$ cat src/rtl/mem_pkg.sv
// Shared FSM encoding and default parameters for the memory requester and arbiter-side peers.
// Pure definitions; no timing or flow control of its own.
package mem_pkg;

  localparam int ADDR_W_DEF = 8;
  localparam int DATA_W_DEF = 8;
  localparam int RD_LAT_DEF = 1;
  localparam int LAT_CNT_W  = 2;
  localparam int STALL_W    = 16;

  localparam logic [1:0] ST_IDLE = 2'b00;
  localparam logic [1:0] ST_REQ  = 2'b01;
  localparam logic [1:0] ST_LAT  = 2'b10;
  localparam logic [1:0] ST_RESP = 2'b11;

  // Counter value on which the read data is due, counting from zero after the grant.
  function automatic logic [LAT_CNT_W-1:0] lat_last(input int rd_lat);
    return LAT_CNT_W'(rd_lat - 1);
  endfunction

endpackage

$ cat src/rtl/mem_requester_if.sv
// Requester-to-arbiter bus: enables qualify addr/dout, acq grants, mem_din returns read data.
// The arbiter paces the requester only through acq.
interface mem_requester_if
  import mem_pkg::*;
#(
  parameter int ADDR_W = ADDR_W_DEF,
  parameter int DATA_W = DATA_W_DEF
);

  logic              mem_rden;
  logic              mem_wren;
  logic [ADDR_W-1:0] mem_addr;
  logic [DATA_W-1:0] mem_dout;
  logic              acq;
  logic [DATA_W-1:0] mem_din;

  modport master (
    output mem_rden, mem_wren, mem_addr, mem_dout,
    input  acq, mem_din
  );

  modport slave (
    input  mem_rden, mem_wren, mem_addr, mem_dout,
    output acq, mem_din
  );

endinterface

$ cat src/rtl/sat_counter.sv
// Saturating up-counter; one increment per edge with inc high, sticks at all-ones.
// No backpressure.
module sat_counter #(
  parameter int WIDTH = 16
) (
  input  logic             CLK,
  input  logic             rst,
  input  logic             inc,
  output logic [WIDTH-1:0] count
);

  logic [WIDTH-1:0] count_q, count_d;

  always_comb begin
    count_d = count_q;
    if (inc && (count_q != {WIDTH{1'b1}})) begin
      count_d = count_q + WIDTH'(1);
    end
  end

  always_ff @(posedge CLK or negedge rst) begin
    if (!rst) begin
      count_q <= '0;
    end else begin
      count_q <= count_d;
    end
  end

  assign count = count_q;

endmodule

$ cat src/rtl/mem_requester.sv
// Single-outstanding memory requester: writes respond 1 cycle after grant, reads RD_LAT+1 cycles after.
// Accepts only in IDLE (req_ready); holds its bus request until the arbiter grants with acq.
module mem_requester
  import mem_pkg::*;
#(
  parameter int ADDR_W = ADDR_W_DEF,
  parameter int DATA_W = DATA_W_DEF,
  parameter int RD_LAT = RD_LAT_DEF
) (
  input  logic               CLK,
  input  logic               rst,
  input  logic               req_rd,
  input  logic               req_wr,
  input  logic [ADDR_W-1:0]  req_addr,
  input  logic [DATA_W-1:0]  req_wdata,
  output logic               req_ready,
  output logic               rsp_valid,
  output logic [DATA_W-1:0]  rsp_rdata,
  output logic               busy,
  output logic [STALL_W-1:0] stall_cnt,
  mem_requester_if.master    mem_if
);

  logic [1:0]           state_q, state_d;
  logic                 op_wr_q, op_wr_d;
  logic [ADDR_W-1:0]    addr_q, addr_d;
  logic [DATA_W-1:0]    wdata_q, wdata_d;
  logic [DATA_W-1:0]    rdata_q, rdata_d;
  logic [LAT_CNT_W-1:0] lat_cnt_q, lat_cnt_d;
  logic                 in_req;

  always_comb begin
    state_d   = state_q;
    op_wr_d   = op_wr_q;
    addr_d    = addr_q;
    wdata_d   = wdata_q;
    rdata_d   = rdata_q;
    lat_cnt_d = lat_cnt_q;
    case (state_q)
      ST_IDLE: begin
        // A simultaneous read and write collapses to the write.
        if (req_rd || req_wr) begin
          state_d = ST_REQ;
          op_wr_d = req_wr;
          addr_d  = req_addr;
          wdata_d = req_wdata;
        end
      end
      ST_REQ: begin
        if (mem_if.acq) begin
          state_d   = op_wr_q ? ST_RESP : ST_LAT;
          lat_cnt_d = '0;
        end
      end
      ST_LAT: begin
        if (lat_cnt_q == lat_last(RD_LAT)) begin
          rdata_d = mem_if.mem_din;
          state_d = ST_RESP;
        end else begin
          lat_cnt_d = lat_cnt_q + 1'b1;
        end
      end
      ST_RESP: state_d = ST_IDLE;
      default: state_d = ST_IDLE;
    endcase
  end

  always_ff @(posedge CLK or negedge rst) begin
    if (!rst) begin
      state_q   <= ST_IDLE;
      op_wr_q   <= 1'b0;
      addr_q    <= '0;
      wdata_q   <= '0;
      rdata_q   <= '0;
      lat_cnt_q <= '0;
    end else begin
      state_q   <= state_d;
      op_wr_q   <= op_wr_d;
      addr_q    <= addr_d;
      wdata_q   <= wdata_d;
      rdata_q   <= rdata_d;
      lat_cnt_q <= lat_cnt_d;
    end
  end

  assign in_req          = (state_q == ST_REQ);
  assign req_ready       = (state_q == ST_IDLE);
  assign busy            = (state_q != ST_IDLE);
  assign rsp_valid       = (state_q == ST_RESP);
  assign rsp_rdata       = rdata_q;
  assign mem_if.mem_rden = in_req && !op_wr_q;
  assign mem_if.mem_wren = in_req && op_wr_q;
  assign mem_if.mem_addr = addr_q;
  assign mem_if.mem_dout = wdata_q;

  sat_counter #(.WIDTH(STALL_W)) u_stall_cnt (
    .CLK   (CLK),
    .rst   (rst),
    .inc   (in_req && !mem_if.acq),
    .count (stall_cnt)
  );

endmodule

$ cat src/flat_wrapper.sv
// flat-port wrapper written by rule: the top's interface ports become plain ports
module mem_requester_flat import mem_pkg::*;
#(
  parameter int ADDR_W = ADDR_W_DEF,
  parameter int DATA_W = DATA_W_DEF,
  parameter int RD_LAT = RD_LAT_DEF
)
  (CLK, rst, req_rd, req_wr, req_addr, req_wdata, req_ready, rsp_valid, rsp_rdata, busy, stall_cnt, mem_if_mem_rden, mem_if_mem_wren, mem_if_mem_addr, mem_if_mem_dout, mem_if_acq, mem_if_mem_din);
  mem_requester_if #(.ADDR_W(ADDR_W), .DATA_W(DATA_W)) mem_if_i ();
  input  logic CLK;
  input  logic rst;
  input  logic req_rd;
  input  logic req_wr;
  input  logic [ADDR_W-1:0] req_addr;
  input  logic [DATA_W-1:0] req_wdata;
  output logic req_ready;
  output logic rsp_valid;
  output logic [DATA_W-1:0] rsp_rdata;
  output logic busy;
  output logic [STALL_W-1:0] stall_cnt;
  output wire logic [$bits(mem_if_i.mem_rden)-1:0] mem_if_mem_rden;
  output wire logic [$bits(mem_if_i.mem_wren)-1:0] mem_if_mem_wren;
  output wire logic [$bits(mem_if_i.mem_addr)-1:0] mem_if_mem_addr;
  output wire logic [$bits(mem_if_i.mem_dout)-1:0] mem_if_mem_dout;
  input wire logic [$bits(mem_if_i.acq)-1:0] mem_if_acq;
  input wire logic [$bits(mem_if_i.mem_din)-1:0] mem_if_mem_din;
  assign mem_if_mem_rden = mem_if_i.mem_rden;
  assign mem_if_mem_wren = mem_if_i.mem_wren;
  assign mem_if_mem_addr = mem_if_i.mem_addr;
  assign mem_if_mem_dout = mem_if_i.mem_dout;
  assign mem_if_i.acq = mem_if_acq;
  assign mem_if_i.mem_din = mem_if_mem_din;
  mem_requester #(.ADDR_W(ADDR_W), .DATA_W(DATA_W), .RD_LAT(RD_LAT)) u_core (.CLK(CLK), .rst(rst), .req_rd(req_rd), .req_wr(req_wr), .req_addr(req_addr), .req_wdata(req_wdata), .req_ready(req_ready), .rsp_valid(rsp_valid), .rsp_rdata(rsp_rdata), .busy(busy), .stall_cnt(stall_cnt), .mem_if(mem_if_i));
endmodule
$ cat config.mk
export PLATFORM = sky130hd
export DESIGN_NAME = mem_requester_flat
export DESIGN_NICKNAME = d
export VERILOG_FILES = /design/src/rtl/mem_pkg.sv /design/src/rtl/mem_requester_if.sv /design/src/rtl/sat_counter.sv /design/src/rtl/mem_requester.sv /design/src/flat_wrapper.sv
export SDC_FILE = /design/constraint.sdc
export NUM_CORES = 1
export LEC_CHECK = 0
export CORE_MARGIN = 8
export CORE_UTILIZATION = 30
export DETAILED_ROUTE_END_ITERATION = 10
export SLEW_MARGIN = 25
export SYNTH_ARGS = -nofsm -noshare
export SYNTH_HDL_FRONTEND = slang
export SYNTH_SLANG_ARGS = --single-unit
$ cat constraint.sdc
create_clock -name CLK -period 2.4 [get_ports CLK]
set_clock_uncertainty 0.1 [all_clocks]
set_input_delay 0.48 -clock CLK [delete_from_list [all_inputs] [get_ports CLK]]
set_output_delay 0.48 -clock CLK [all_outputs]
set_load 0.02 [all_outputs]
==> impl_metrics.py, run 1 <==
metrics = {
    "outcome": {
        "status": "finished clean",
    },
    "layout": {
        "drive_above_1_share_pct": 19.0,
        "area_delta_synth_final_pct": 46.0,
        "n_antenna_cell": 0,
        "final_util_pct": 44.8,
        "fillers": 668,
        "final_nets": 277,
    },
    "clock_tree": {
        "root_buffer": "clkbuf_8",
        "cts_max_level": 2,
        "cts_buffers": 5,
        "cts_max_path_buffers": 2,
        "cts_tree": "built",
        "clkLatencyLatePin_ns": 0.29,
        "cts_setup_buffers": 0,
        "cts_hold_buf": 0,
        "clock-sinks": 45,
        "clk_pin_slew_worst_paths_ns": 0.08,
    },
    "grt": {
        "antenna_found_initial": 0,
        "grt_overflow": 0,
        "grt_max_degree": 46,
        "grt_pass1_wl_microns": 8220,
        "grt.total_usage_pct": 10.3,
        "grt_pass1_vias": 1685,
    },
    "die": {
        "die-area_sq_um": 9820,
        "io_pins": 74,
        "rows": 30,
        "die_h_microns": 99.1,
        "fp.dieW_microns": 99.1,
        "fp.coreArea_sq_um": 6760,
        "start_util_pct": 30.7,
    },
    "worst_setup_path": {
        "crit_slowest_cell": "clkdlybuf4s50_1",
        "worstPathRequired_ns": 1.82,
        "crit_chain": "ha_1 > clkdlybuf4s50_1",
        "crit_type": "reg2out",
        "crit_arrival_ns": 1.53,
        "start_kind": "flip-flop",
        "path_max_fanout": 6,
        "end_kind": "primary output",
        "critical-path-max-stage-delay_ns": 0.61,
    },
    "synthesis": {
        "yosysMostFrequentCell": "dfrtp_1",
        "synthCells": 159,
        "syn_area_sq_um": 2070,
        "synth_nets": 194,
        "ys_top_cells_by_count": "dfrtp_1, mux2_2, nand2_1, inv_1, xor2_1",
        "synth_edf_count": 0,
        "yosysSeqAreaShare_pct": 54.3,
        "synth.top_cell.area_share_pct": 54.3,
        "synth_area_leader_cell": "dfrtp_1",
        "synthArstFlopShare_pct": 100,
        "synth_cell_types": 39,
        "synth_area_leaders": "dfrtp_1, mux2_2, ha_1",
        "syn-mean-instance-area_sq_um": 13.0,
        "ys.flop_type": "dfrtp_1",
        "synth_seq_cells": 45,
        "ys.warnings.count": 0,
    },
    "power": {
        "pwr-share-clk_pct": 13.6,
        "switching_share_pct": 36.7,
        "power_frac_comb_pct": 51.0,
        "seqPwrFrac_pct": 35.4,
        "power_switching_mw": 1.28,
        "ir_worst_vdd_uv": 610,
        "internal-power_mw": 2.22,
        "powerDensity_nw_per_um2": 1160,
        "p_leak_nw": 1.37,
    },
    "sta": {
        "period_share_pct": 88.0,
        "maxSlewViolCount": 0,
        "relSlewSlack_pct": 61.2,
        "setup_violations": 0,
        "rsz0062_at_grt": "false",
        "fin_crit_ns": 2.11,
        "finalHoldViolCount": 0,
        "tns_ns": 0,
        "worst_pin_slew_ns": 0.581,
        "fmax_mhz": 473,
    },
    "place": {
        "gp_congestion": 0.763,
        "numPortBuffers": 73,
        "dp_hpwl_microns": 3580,
    },
    "drt": {
        "dr.pass1.iters": 4,
        "initialDrtViolationCount": 23,
        "drt_wl_total_microns": 4760,
        "ant_nets": 0,
        "drc": 0,
        "vias": 1531,
        "avgRoutedWirePerCell_microns": 14.8,
        "routed_via_density": 4.75,
    },
    "worst_hold_path": {
        "min_path_type": "in2async",
    },
    "job": {
        "drv_cap": 0,
    },
}
==> critical path: cells and delay by family (launching register included) <==
family	cells	cell delay, ns
adder cells (fa/ha/maj)	1	0.18
buffers and inverters	1	0.61
flip-flops	1	0.44
==> power by group through the flow <==
stage                     Clock (mW)  Sequential, mW  Combinational [mW]
after floorplan                    0            1.55               0.678
after global placement             0            1.24                1.81
after detailed placement           0            1.26                1.83
after CTS                      0.504            1.24                1.82
after global routing           0.529            1.28                1.92
final                          0.475            1.24                1.78
==> metrics by stage <==
step                total power [mW]  worst slack, ns  area [sq um]  instances  hold WS, ns
detailed placement              3.08            0.167          2940        315        0.392
global placement                3.05            0.213          2940        315        0.384
global route                    3.74            0.190          3020        322        0.220
floorplan                       2.23            0.592          2070        159       0.0844
finish                          3.50            0.288          3020        322        0.162
CTS                             3.57          0.00422          3020        322        0.191
==> final timing paths <==
kind                                   startpoint                            to  slack, ns  cells after the start
worst min-delay path                          rst     u_core.mem_if.mem_addr[0]       0.16                      2
min in group CLK                   u_core.op_wr_q                u_core.op_wr_q       0.41                      2
worst max register to register  u_core.state_q[1]  u_core.u_stall_cnt.count[13]       0.40                      7
worst max-delay path            u_core.state_q[0]                     rsp_valid       0.29                      2
max in group asynchronous                     rst   u_core.u_stall_cnt.count[4]       1.64                      2
worst min register to register     u_core.op_wr_q                u_core.op_wr_q       0.41                      2
==> cell families after synthesis <==
logic type | Yosys count | share of synthesized area [%]
AND/OR/NAND/NOR | 43 | 15.3
XOR/XNOR | 11 | 4.65
flip-flops | 45 | 54.3
AO/OA/AOI/OAI | 17 | 5.74
adder cells (fa/ha/maj) | 6 | 3.62
buffers and inverters | 11 | 2.05
multiplexers | 26 | 14.3
==> repair_timing <==
item / CTS / global route
gates cloned: 0 / 0
resized for setup: 2 / 2
endpoints found under the setup margin: 2 / 2
==> per-layer routing <==
metal / routed length, microns / share of wire (%) / GRT usage [%] / vias to the layer above
li1: - / - / - / 734
met1: 1950 / 41 / 11.3 / 752
met2: 2380 / 50 / 17.6 / 37
met3: 362 / 7.6 / 4.26 / 8
met4: 62 / 1.3 / 3.84 / 0
met5: 0 / 0 / 0 / -
==> layout by cell type (no fill, tap or decap), drive strengths merged, types with 3 or more instances in the layout <==
cell,n
a31oi,4
buf,5
clkbuf,7
clkdlybuf4s50,68
dfrtp,45
ha,6
inv,10
mux2,25
nand2,11
nand3,5
nand4,5
nor2,7
nor4,3
o21ai,4
xnor2,4
xor2,7
==> state kept, by name, summed over array words and instances, names as in the netlist <==
| register | count |
|---|---|
| u_core.mem_if.mem_dout | 8 |
| u_core.lat_cnt_q | 2 |
| u_core.op_wr_q | 1 |
| u_core.mem_if.mem_addr | 8 |
| u_core.state_q | 2 |
| u_core.rsp_rdata | 8 |
| u_core.u_stall_cnt.count | 16 |
==> layout make-up <==
cell class | count | area, sq um | share of cell area [%]
Clock buffer | 7 | 86.3 | 2.85
Sequential cell | 45 | 1130 | 37.2
Tap cell | 80 | 100 | 3.31
Inverter | 10 | 37.5 | 1.24
Timing Repair Buffer | 77 | 771 | 25.5
Multi-Input combinational cell | 103 | 903 | 29.9
(Power assumes the default switching activity.)
==> inputs of run 2 (changes only) <==
- CORE_UTILIZATION: 30 -> 40
- PLACE_DENSITY: default -> 0.73
==> impl_metrics.py, run 2 (synthesis results as in run 1) <==
metrics = {
    "grt": {
        "use_met2_pct": 21.9,
        "grt_pass1_wl_microns": 8140,
        "grt_overflow": 0,
        "grt_pass1_vias": 1710,
        "grt.busiest_layer": "met2",
        "grt_util_met1_pct": 14.1,
        "grt.total_usage_pct": 13.6,
        "grt_max_degree": 19,
        "antenna_found_initial": 0,
        "grtUsageMet3_pct": 8.72,
    },
    "worst_setup_path": {
        "crit_chain": "inv_1 > ha_1 > clkdlybuf4s50_1",
        "crit_slowest_cell": "clkdlybuf4s50_1",
        "crit_type": "reg2out",
        "end_kind": "primary output",
        "critical-path-max-stage-delay_ns": 0.63,
        "path_max_fanout": 6,
        "path_buf_inv": 2,
        "crit_arrival_ns": 1.69,
        "critPathTopFamily": "buffers and inverters",
        "start_kind": "flip-flop",
        "worstPathRequired_ns": 1.82,
    },
    "drt": {
        "drc": 0,
        "drt_wl_total_microns": 4710,
        "ant_nets": 0,
        "avgRoutedWirePerCell_microns": 14.9,
        "routed_via_density": 4.89,
        "dr.pass1.iters": 4,
        "vias": 1545,
        "initialDrtViolationCount": 43,
    },
    "layout": {
        "design_area_sq_um": 3040,
        "drive_above_1_share_pct": 20.3,
        "n_antenna_cell": 0,
        "layout_commonest_cell": "clkdlybuf4s50_1",
        "layout_common_cells": "clkdlybuf4s50_1, dfrtp_1, mux2_2",
        "fillers": 449,
        "largest_reg_flops": 16,
        "final_nets": 280,
        "area_delta_synth_final_pct": 46.6,
    },
    "die": {
        "die_h_microns": 88.0,
        "rows": 26,
        "die-area_sq_um": 7740,
        "fp.dieW_microns": 88.0,
        "io_pins": 74,
        "start_util_pct": 41.1,
        "fp.coreArea_sq_um": 5040,
    },
    "sta": {
        "worst_pin_slew_ns": 0.494,
        "finalHoldViolCount": 0,
        "fin_crit_ns": 2.27,
        "period_share_pct": 94.7,
        "relSlewSlack_pct": 67.1,
        "tns_ns": 0,
        "fmax_mhz": 440,
        "maxSlewViolCount": 0,
        "rsz0062_at_grt": "false",
        "setup_violations": 0,
    },
    "clock_tree": {
        "clkLatencyLatePin_ns": 0.30,
        "cts_setup_buffers": 0,
        "cts_buffers": 5,
        "cts_max_level": 2,
        "clk_pin_slew_worst_paths_ns": 0.09,
        "cts_tree": "built",
        "root_buffer": "clkbuf_8",
        "clock-sinks": 45,
        "cts_max_path_buffers": 2,
    },
    "job": {
        "drv_cap": 0,
    },
    "power": {
        "powerDensity_nw_per_um2": 1160,
        "ir_worst_vdd_uv": 730,
        "p_leak_nw": 1.38,
        "finalPower_mw": 3.51,
    },
    "place": {
        "dp_hpwl_microns": 3700,
        "post_dp_cell_area_sq_um": 2930,
        "numPortBuffers": 73,
        "gp_congestion": 0.764,
    },
    "outcome": {
        "status": "finished clean",
    },
    "worst_hold_path": {
        "min_path_type": "reg2reg",
    },
}
## run 2: area by class of cell
type	instances	area, sq um	area share [%]
well taps	70	87.6	2.88
multi-input cells	103	903	29.7
inverters	10	37.5	1.24
clock inverters	3	25.0	0.824
flip-flops and latches	45	1130	37.1
repair buffers	80	788	26.0
clock buffers	5	68.8	2.27
## run 2: routing by layer
layer,vias up,part of all wire [%]
met4,0,1.1
met2,64,43
met3,5,15
met1,738,40
met5,-,0
li1,738,-
## run 2: power breakdown
part | total [mW] | leakage, nW | internal, mW | switching, mW
clock | 0.481 | 0.0447 | 0.210 | 0.271
combinational | 1.79 | 0.779 | 0.939 | 0.847
sequential | 1.24 | 0.559 | 1.05 | 0.195
total | 3.51 | 1.38 | 2.20 | 1.31
## run 2: worst paths after layout
| path | startpoint | endpoint | slack (ns) | depth (start not counted) |
|---|---|---|---|---|
| setup / recovery | u_core.state_q[0] | req_ready | 0.13 | 3 |
| hold / removal | u_core.mem_if.mem_addr[3] | u_core.mem_if.mem_addr[3] | 0.41 | 1 |
| setup reg to reg | u_core.state_q[1] | u_core.u_stall_cnt.count[15] | 0.42 | 7 |
| hold reg to reg | u_core.mem_if.mem_addr[3] | u_core.mem_if.mem_addr[3] | 0.41 | 1 |
| max in group asynchronous | rst | u_core.state_q[1] | 1.10 | 3 |
| min in group asynchronous | rst | u_core.u_stall_cnt.count[14] | 0.52 | 2 |
## run 2: timing repair
action / 4_1_cts / 5_1_grt
setup endpoints to repair: 0 / 3
gates resized for setup: 0 / 3
hold buffers: 1 / 0
endpoints found under the hold margin: 15 / 0
## run 2: per-stage QoR
step / setup WS [ns] / instances / hold slack [ns] / util, %
final: 0.128 / 316 / 0.407 / 60.2
after global routing: 0.0321 / 316 / 0.433 / 60.2
after CTS: 0.00625 / 316 / 0.415 / 60.1
after detailed placement: 0.181 / 307 / 0.320 / 58.0
after global placement: 0.226 / 307 / 0.320 / 58.0
after floorplan: 0.592 / 159 / 0.0844 / -
==> inputs of run 3 (changes only) <==
- CTS_CLUSTER_SIZE: default -> 40
- MAX_ROUTING_LAYER: default -> met4
==> impl_metrics.py, run 3 (synthesis results as in run 1) <==
metrics = {
    "outcome": {
        "status": "finished clean",
    },
    "layout": {
        "layout_common_cells": "clkdlybuf4s50_1, dfrtp_1, mux2_2",
        "instances_no_fill": 316,
        "n_antenna_cell": 0,
        "design_area_sq_um": 3040,
        "drive_above_1_share_pct": 20.3,
        "layout_commonest_cell": "clkdlybuf4s50_1",
        "final_nets": 280,
        "largest_reg_flops": 16,
        "fillers": 449,
        "area_delta_synth_final_pct": 46.6,
    },
    "place": {
        "dp_hpwl_microns": 3700,
        "numPortBuffers": 73,
        "dp_slack_ns": 0.181,
        "post_dp_cell_area_sq_um": 2930,
        "gp_congestion": 0.775,
        "dp_cells": 307,
    },
    "drt": {
        "ant_nets": 0,
        "routed_via_density": 4.89,
        "dr.pass1.iters": 5,
        "vias": 1545,
        "drc": 0,
        "avgRoutedWirePerCell_microns": 14.9,
        "initialDrtViolationCount": 47,
        "drt_wl_total_microns": 4700,
    },
    "worst_setup_path": {
        "crit_type": "reg2out",
        "path_max_fanout": 6,
        "start_kind": "flip-flop",
        "crit_arrival_ns": 1.69,
        "worstPathRequired_ns": 1.82,
        "end_kind": "primary output",
        "timing.rr.start": "u_core.state_q[1]",
        "startpoint": "u_core.state_q[0]",
    },
    "grt": {
        "antenna_found_initial": 0,
        "grt_max_degree": 19,
        "grt_pass1_vias": 1724,
        "grt_pass1_wl_microns": 8090,
        "grt_overflow": 0,
        "grt.total_usage_pct": 14.0,
    },
    "die": {
        "io_pins": 74,
        "start_util_pct": 41.1,
        "die-area_sq_um": 7740,
        "fp.dieW_microns": 88.0,
        "fp.coreArea_sq_um": 5040,
        "die_h_microns": 88.0,
        "rows": 26,
    },
    "sta": {
        "fin_crit_ns": 2.27,
        "rsz0062_at_grt": "false",
        "relSlewSlack_pct": 67.1,
        "fmax_mhz": 441,
        "setup_violations": 0,
        "period_share_pct": 94.5,
        "worst_pin_slew_ns": 0.494,
        "maxSlewViolCount": 0,
        "fin_ws_ns": 0.132,
        "finalHoldViolCount": 0,
        "tns_ns": 0,
    },
    "job": {
        "drv_cap": 0,
    },
    "clock_tree": {
        "cts_max_level": 2,
        "cts_buffers": 5,
        "cts_tree": "built",
        "clkLatencyLatePin_ns": 0.30,
        "root_buffer": "clkbuf_8",
        "cts_max_path_buffers": 2,
        "clock-sinks": 45,
        "clk_pin_slew_worst_paths_ns": 0.09,
    },
    "power": {
        "powerDensity_nw_per_um2": 1160,
        "p_leak_nw": 1.38,
        "ir_worst_vdd_uv": 730,
    },
    "worst_hold_path": {
        "min_path_type": "reg2reg",
        "hp-start": "u_core.mem_if.mem_addr[3]",
    },
}
[run 3: cell counts in the layout (fill, tap and decap cells not counted)]
No cell type changed its count.
[run 3: final cells by class]
cell class / count / area, sq um / area share (%)
clock buffer: 5 / 68.8 / 2.27
clock inverter: 3 / 25.0 / 0.824
inverter: 10 / 37.5 / 1.24
multi-input combinational: 103 / 903 / 29.7
sequential: 45 / 1130 / 37.1
tap: 70 / 87.6 / 2.88
timing repair buffer: 80 / 788 / 26.0
[run 3: path summary, 6_finish.rpt]
| path | end | slack [ns] | depth (start not counted) |
|---|---|---|---|
| worst max-delay path | req_ready | 0.13 | 3 |
| worst min-delay path | u_core.mem_if.mem_addr[3] | 0.41 | 1 |
| worst max register to register | u_core.u_stall_cnt.count[15] | 0.42 | 7 |
| worst min register to register | u_core.mem_if.mem_addr[3] | 0.41 | 1 |
| max in group asynchronous | u_core.state_q[1] | 1.10 | 3 |
| min in group asynchronous | u_core.u_stall_cnt.count[14] | 0.52 | 2 |
[run 3: report_power, final]
part,internal [mW],switching (mW)
Sequential,1.05,0.195
Combinational,0.939,0.846
Clock,0.210,0.270
[run 3: per-stage QoR]
step	power, mW	utilization, %	hold slack [ns]
2_1_floorplan	2.23	-	0.0844
3_3_place_gp	3.04	58.0	0.320
3_5_place_dp	3.07	58.0	0.320
4_1_cts	3.58	60.1	0.415
5_1_grt	3.77	60.2	0.433
6_report	3.51	60.2	0.407
[run 3: worst max-delay path, stage by stage, from the launching register on]
cell and delay, ns:
dfrtp_1 0.44, inv_1 0.10, ha_1 0.22, clkdlybuf4s50_1 0.63
[run 3: timing repair]
action,CTS,global route
endpoints found under the hold margin,15,0
setup buffers,0,0
hold buffers,1,0
resized for setup,0,3
endpoints found under the setup margin,0,3
[run 3: layer usage]
metal	global-route usage [%]	part of all wire, %	vias to the layer above
met5	-	0	-
met4	4.69	0.89	0
met3	7.13	12	4
met2	21.9	43	66
met1	15.1	44	737
li1	-	-	738
==> RTL change 1 (settings of run 1) <==
Take the reset off `addr_q` and load it in a clocked block of its own.
--- a/src/rtl/mem_requester.sv
+++ b/src/rtl/mem_requester.sv
@@ -69,18 +69,20 @@
     if (!rst) begin
       state_q   <= ST_IDLE;
       op_wr_q   <= 1'b0;
-      addr_q    <= '0;
       wdata_q   <= '0;
       rdata_q   <= '0;
       lat_cnt_q <= '0;
     end else begin
       state_q   <= state_d;
       op_wr_q   <= op_wr_d;
-      addr_q    <= addr_d;
       wdata_q   <= wdata_d;
       rdata_q   <= rdata_d;
       lat_cnt_q <= lat_cnt_d;
     end
+  end
+
+  always_ff @(posedge CLK) begin
+    addr_q <= addr_d;
   end
 
   assign in_req          = (state_q == ST_REQ);
Behaviour: not the same (Yosys sat finds a counterexample within 4 cycles, from zero or initial values and one cycle with rst low).
==> RTL change 1 against run 1 <==
Critical path depth up 2. Worst setup slack worse by 23 ps. Routed wire length is 2.4% lower. Total power shrank 4.4%. Clock power up 25%. Sequential cell count did not move. Fmax decreased by 1.1%. Final area fell by 2.5%. Area after synthesis shrank 5.3%. Global-route usage up 0.19 points. Utilization is 1.7 points higher. Critical path type unchanged. Critical endpoint is now mem_if_mem_rden.
==> RTL change 1: results <==
set metrics [dict create \
    status "finished, final reports clean" \
    synth_xor_area_frac 0.0625 \
    drtIter0Drc 31 \
    pre_cts_ws_ps 159 \
    grtUsageTotal 0.105 \
    vdd_drop_max_mv 0.591 \
    wl_met2_um 2250 \
    synth_edf_count 8 \
    worstPathMaxFanout 7 \
    drive_gt1_frac 0.149 \
    viasPerCell 4.56 \
    place_inst 310 \
    place_hpwl_um 3580 \
    synth_fa_ha_area_frac 0.0382 \
    synth_nets 189 \
    drt-wirelength-per-cell_um 14.6 \
    reg2reg_to "u_core.u_stall_cnt.count[15]$_DFFE_PN0P_" \
    reg2regPathDepth 6 \
    synthMuxAreaShare 0.103 \
    async_reset_ff_frac 0.822 \
    cp_slowest_cell "dfrtp_1" \
    grt_use_met3 0.0519 \
    whs_ps 176 \
    worst_slew_pin_slew_ps 839 \
    use_met2 0.169 \
    place_congestion 0.669 \
    post_synth_inst_count 154 \
    grt_pass1_vias 1603 \
]
RTL change 1: where the power goes:
part	switching, mW	internal (mW)
registers	0.173	1.05
logic	0.751	0.783
clock network	0.253	0.340
total	1.18	2.17
RTL change 1: layout make-up:
class | count | area, um^2
clock buffer | 7 | 86.3
clock inverter | 1 | 30.0
fill | 584 | 3400
inverter | 9 | 33.8
multi-input combinational | 100 | 766
sequential | 45 | 1170
tap | 77 | 96.3
timing repair buffer | 79 | 769
RTL change 1: worst max-delay path by stage:
stage,to,slack [ps],cells past startpoint
CTS,req_ready,8,3
detailed placement,u_core.u_stall_cnt.count[15]$_DFFE_PN0P_,160,5
global placement,u_core.u_stall_cnt.count[15]$_DFFE_PN0P_,180,5
finish,mem_if_mem_rden,260,4
floorplan,u_core.u_stall_cnt.count[15]$_DFFE_PN0P_,460,6
global route,mem_if_mem_wren,150,5
RTL change 1: what timing repair did:
item | 4_1_cts | 5_1_grt
setup endpoints to repair | 3 | 1
gates resized for setup | 4 | 1
hold buffers | 0 | 0
==> RTL change 2 (settings of run 1) <==
Made on the original files. `ADDR_W_DEF`: 8 -> 6.
--- a/src/rtl/mem_pkg.sv
+++ b/src/rtl/mem_pkg.sv
@@ -2,7 +2,7 @@
 // Pure definitions; no timing or flow control of its own.
 package mem_pkg;
 
-  localparam int ADDR_W_DEF = 8;
+  localparam int ADDR_W_DEF = 6;
   localparam int DATA_W_DEF = 8;
   localparam int RD_LAT_DEF = 1;
   localparam int LAT_CNT_W  = 2;
Interface: changed (resized mem_if_mem_addr and req_addr); port bits go from 74 to 70. No check against the original RTL was run, so the function may have changed too.
==> RTL change 2 against run 1 <==
First-iteration DRC count rose by 48%. Worst setup slack got worse by 1.3 ps. Routed wire length down 5.9%. Final area decreased by 4.3%. Area after synthesis fell by 4.3%. Sequential cell count fell by 2. Total power decreased by 3.3%. Clock power is 21% higher. Sequential power down 5%. Critical path type unchanged. Largest power group unchanged.
==> RTL change 2: results <==
set metrics [dict create \
    p_sw_frac 0.356 \
    dr.pass1.iters 4 \
    p_switching_mw 1.20 \
    place_congestion 0.712 \
    cts-root-buf "clkbuf_8" \
    synth_xor_area_frac 0.0574 \
    whs_ps 34.4 \
    cpPeakStageDelay_ps 420 \
    viasPerCell 4.78 \
    clk_latency_ps 290 \
    synth_commonest_cells "dfrtp_1, mux2_2, nand2_1, xor2_1, inv_1" \
    pre_cts_ws_ps 115 \
    synth_edf_count 0 \
    place_inst 303 \
    fin_cells 311 \
    synth_area_leaders "dfrtp_1, mux2_2, xor2_1" \
    worstPathMaxFanout 6 \
    worst_setup_path_startpoint "u_core.state_q[1]$_DFFE_PN0P_" \
    slew_headroom 0.628 \
    yosysSeqAreaShare 0.543 \
    place_hpwl_um 3510 \
    htree_levels 2 \
    grt_pass1_vias 1581 \
    p_leak_nw 1.30 \
    drtIter0Drc 34 \
    place.port_buffers 69 \
    drv_slew 0 \
    cp_slowest_cell "dfrtp_1" \
    async_reset_ff_frac 1.00 \
    cts-buffers-inserted 5 \
    synth_compound_gate_area_share 0.0461 \
    dpl_cell_area_um2 2770 \
    vdd_drop_max_mv 0.568 \
    r2r_setup_slack_ps 450 \
    post-cts-setup-buffers 0 \
    synthMuxAreaShare 0.141 \
    endpoint "mem_if_mem_wren" \
    hold_path_class "in -> async" \
    synth_warnings 0 \
    grtUsageTotal 0.0979 \
    synth_nets 189 \
    coreArea_um2 6390 \
    synth_fa_ha_area_frac 0.0379 \
    routed_wl_um 4480 \
    synthDistinctLibCells 35 \
    largest_register_ffs 16 \
    grt_pass1_wl_um 7720 \
    grt_max_degree 21 \
    nets 266 \
    drive_gt1_frac 0.197 \
    ctsResizeCount 3 \
    reg2reg_to "u_core.u_stall_cnt.count[15]$_DFFE_PN0P_" \
    synth_area_per_cell_um2 12.7 \
    reg2regPathDepth 6 \
    status "finished, final reports clean" \
    fin_crit_ps 2110 \
    power_frac_clock 0.170 \
    pwr-share-comb 0.480 \
]
==> RTL change 2: changes by cell type in the layout (fill, tap and decap cells not counted), moves of 3 or more <==
cell,run 1,this run
nand2_1,11,17
clkdlybuf4s50_1,68,64
a31oi_1,4,1
dfrtp_1,45,42
inv_1,10,7
xor2_1,7,10
==> RTL change 2: logic make-up after synthesis <==
family,count (synthesis)
and+or+nand+nor,48
DFF,43
muxes,25
xor gates and xnor gates,13
AOI/OAI and AO/OA,12
buffers and inverters,9
adders and majority gates,6
==> RTL change 2: layer usage <==
layer / up-vias / GRT usage / share of wire
li1: 706 / - / -
met1: 720 / 0.116 / 0.44
met2: 57 / 0.149 / 0.45
met3: 5 / 0.0484 / 0.10
met4: 0 / 0.0350 / 0.011
met5: - / 0 / 0
==> RTL change 2: area by class of cell <==
class	instances	area [um^2]
clock inverter	2	35.0
timing repair buffer	72	711
multi-input combinational	104	866
fill	615	3490
tap	77	96.3
clock buffer	6	82.6
inverter	7	26.3
sequential	43	1080
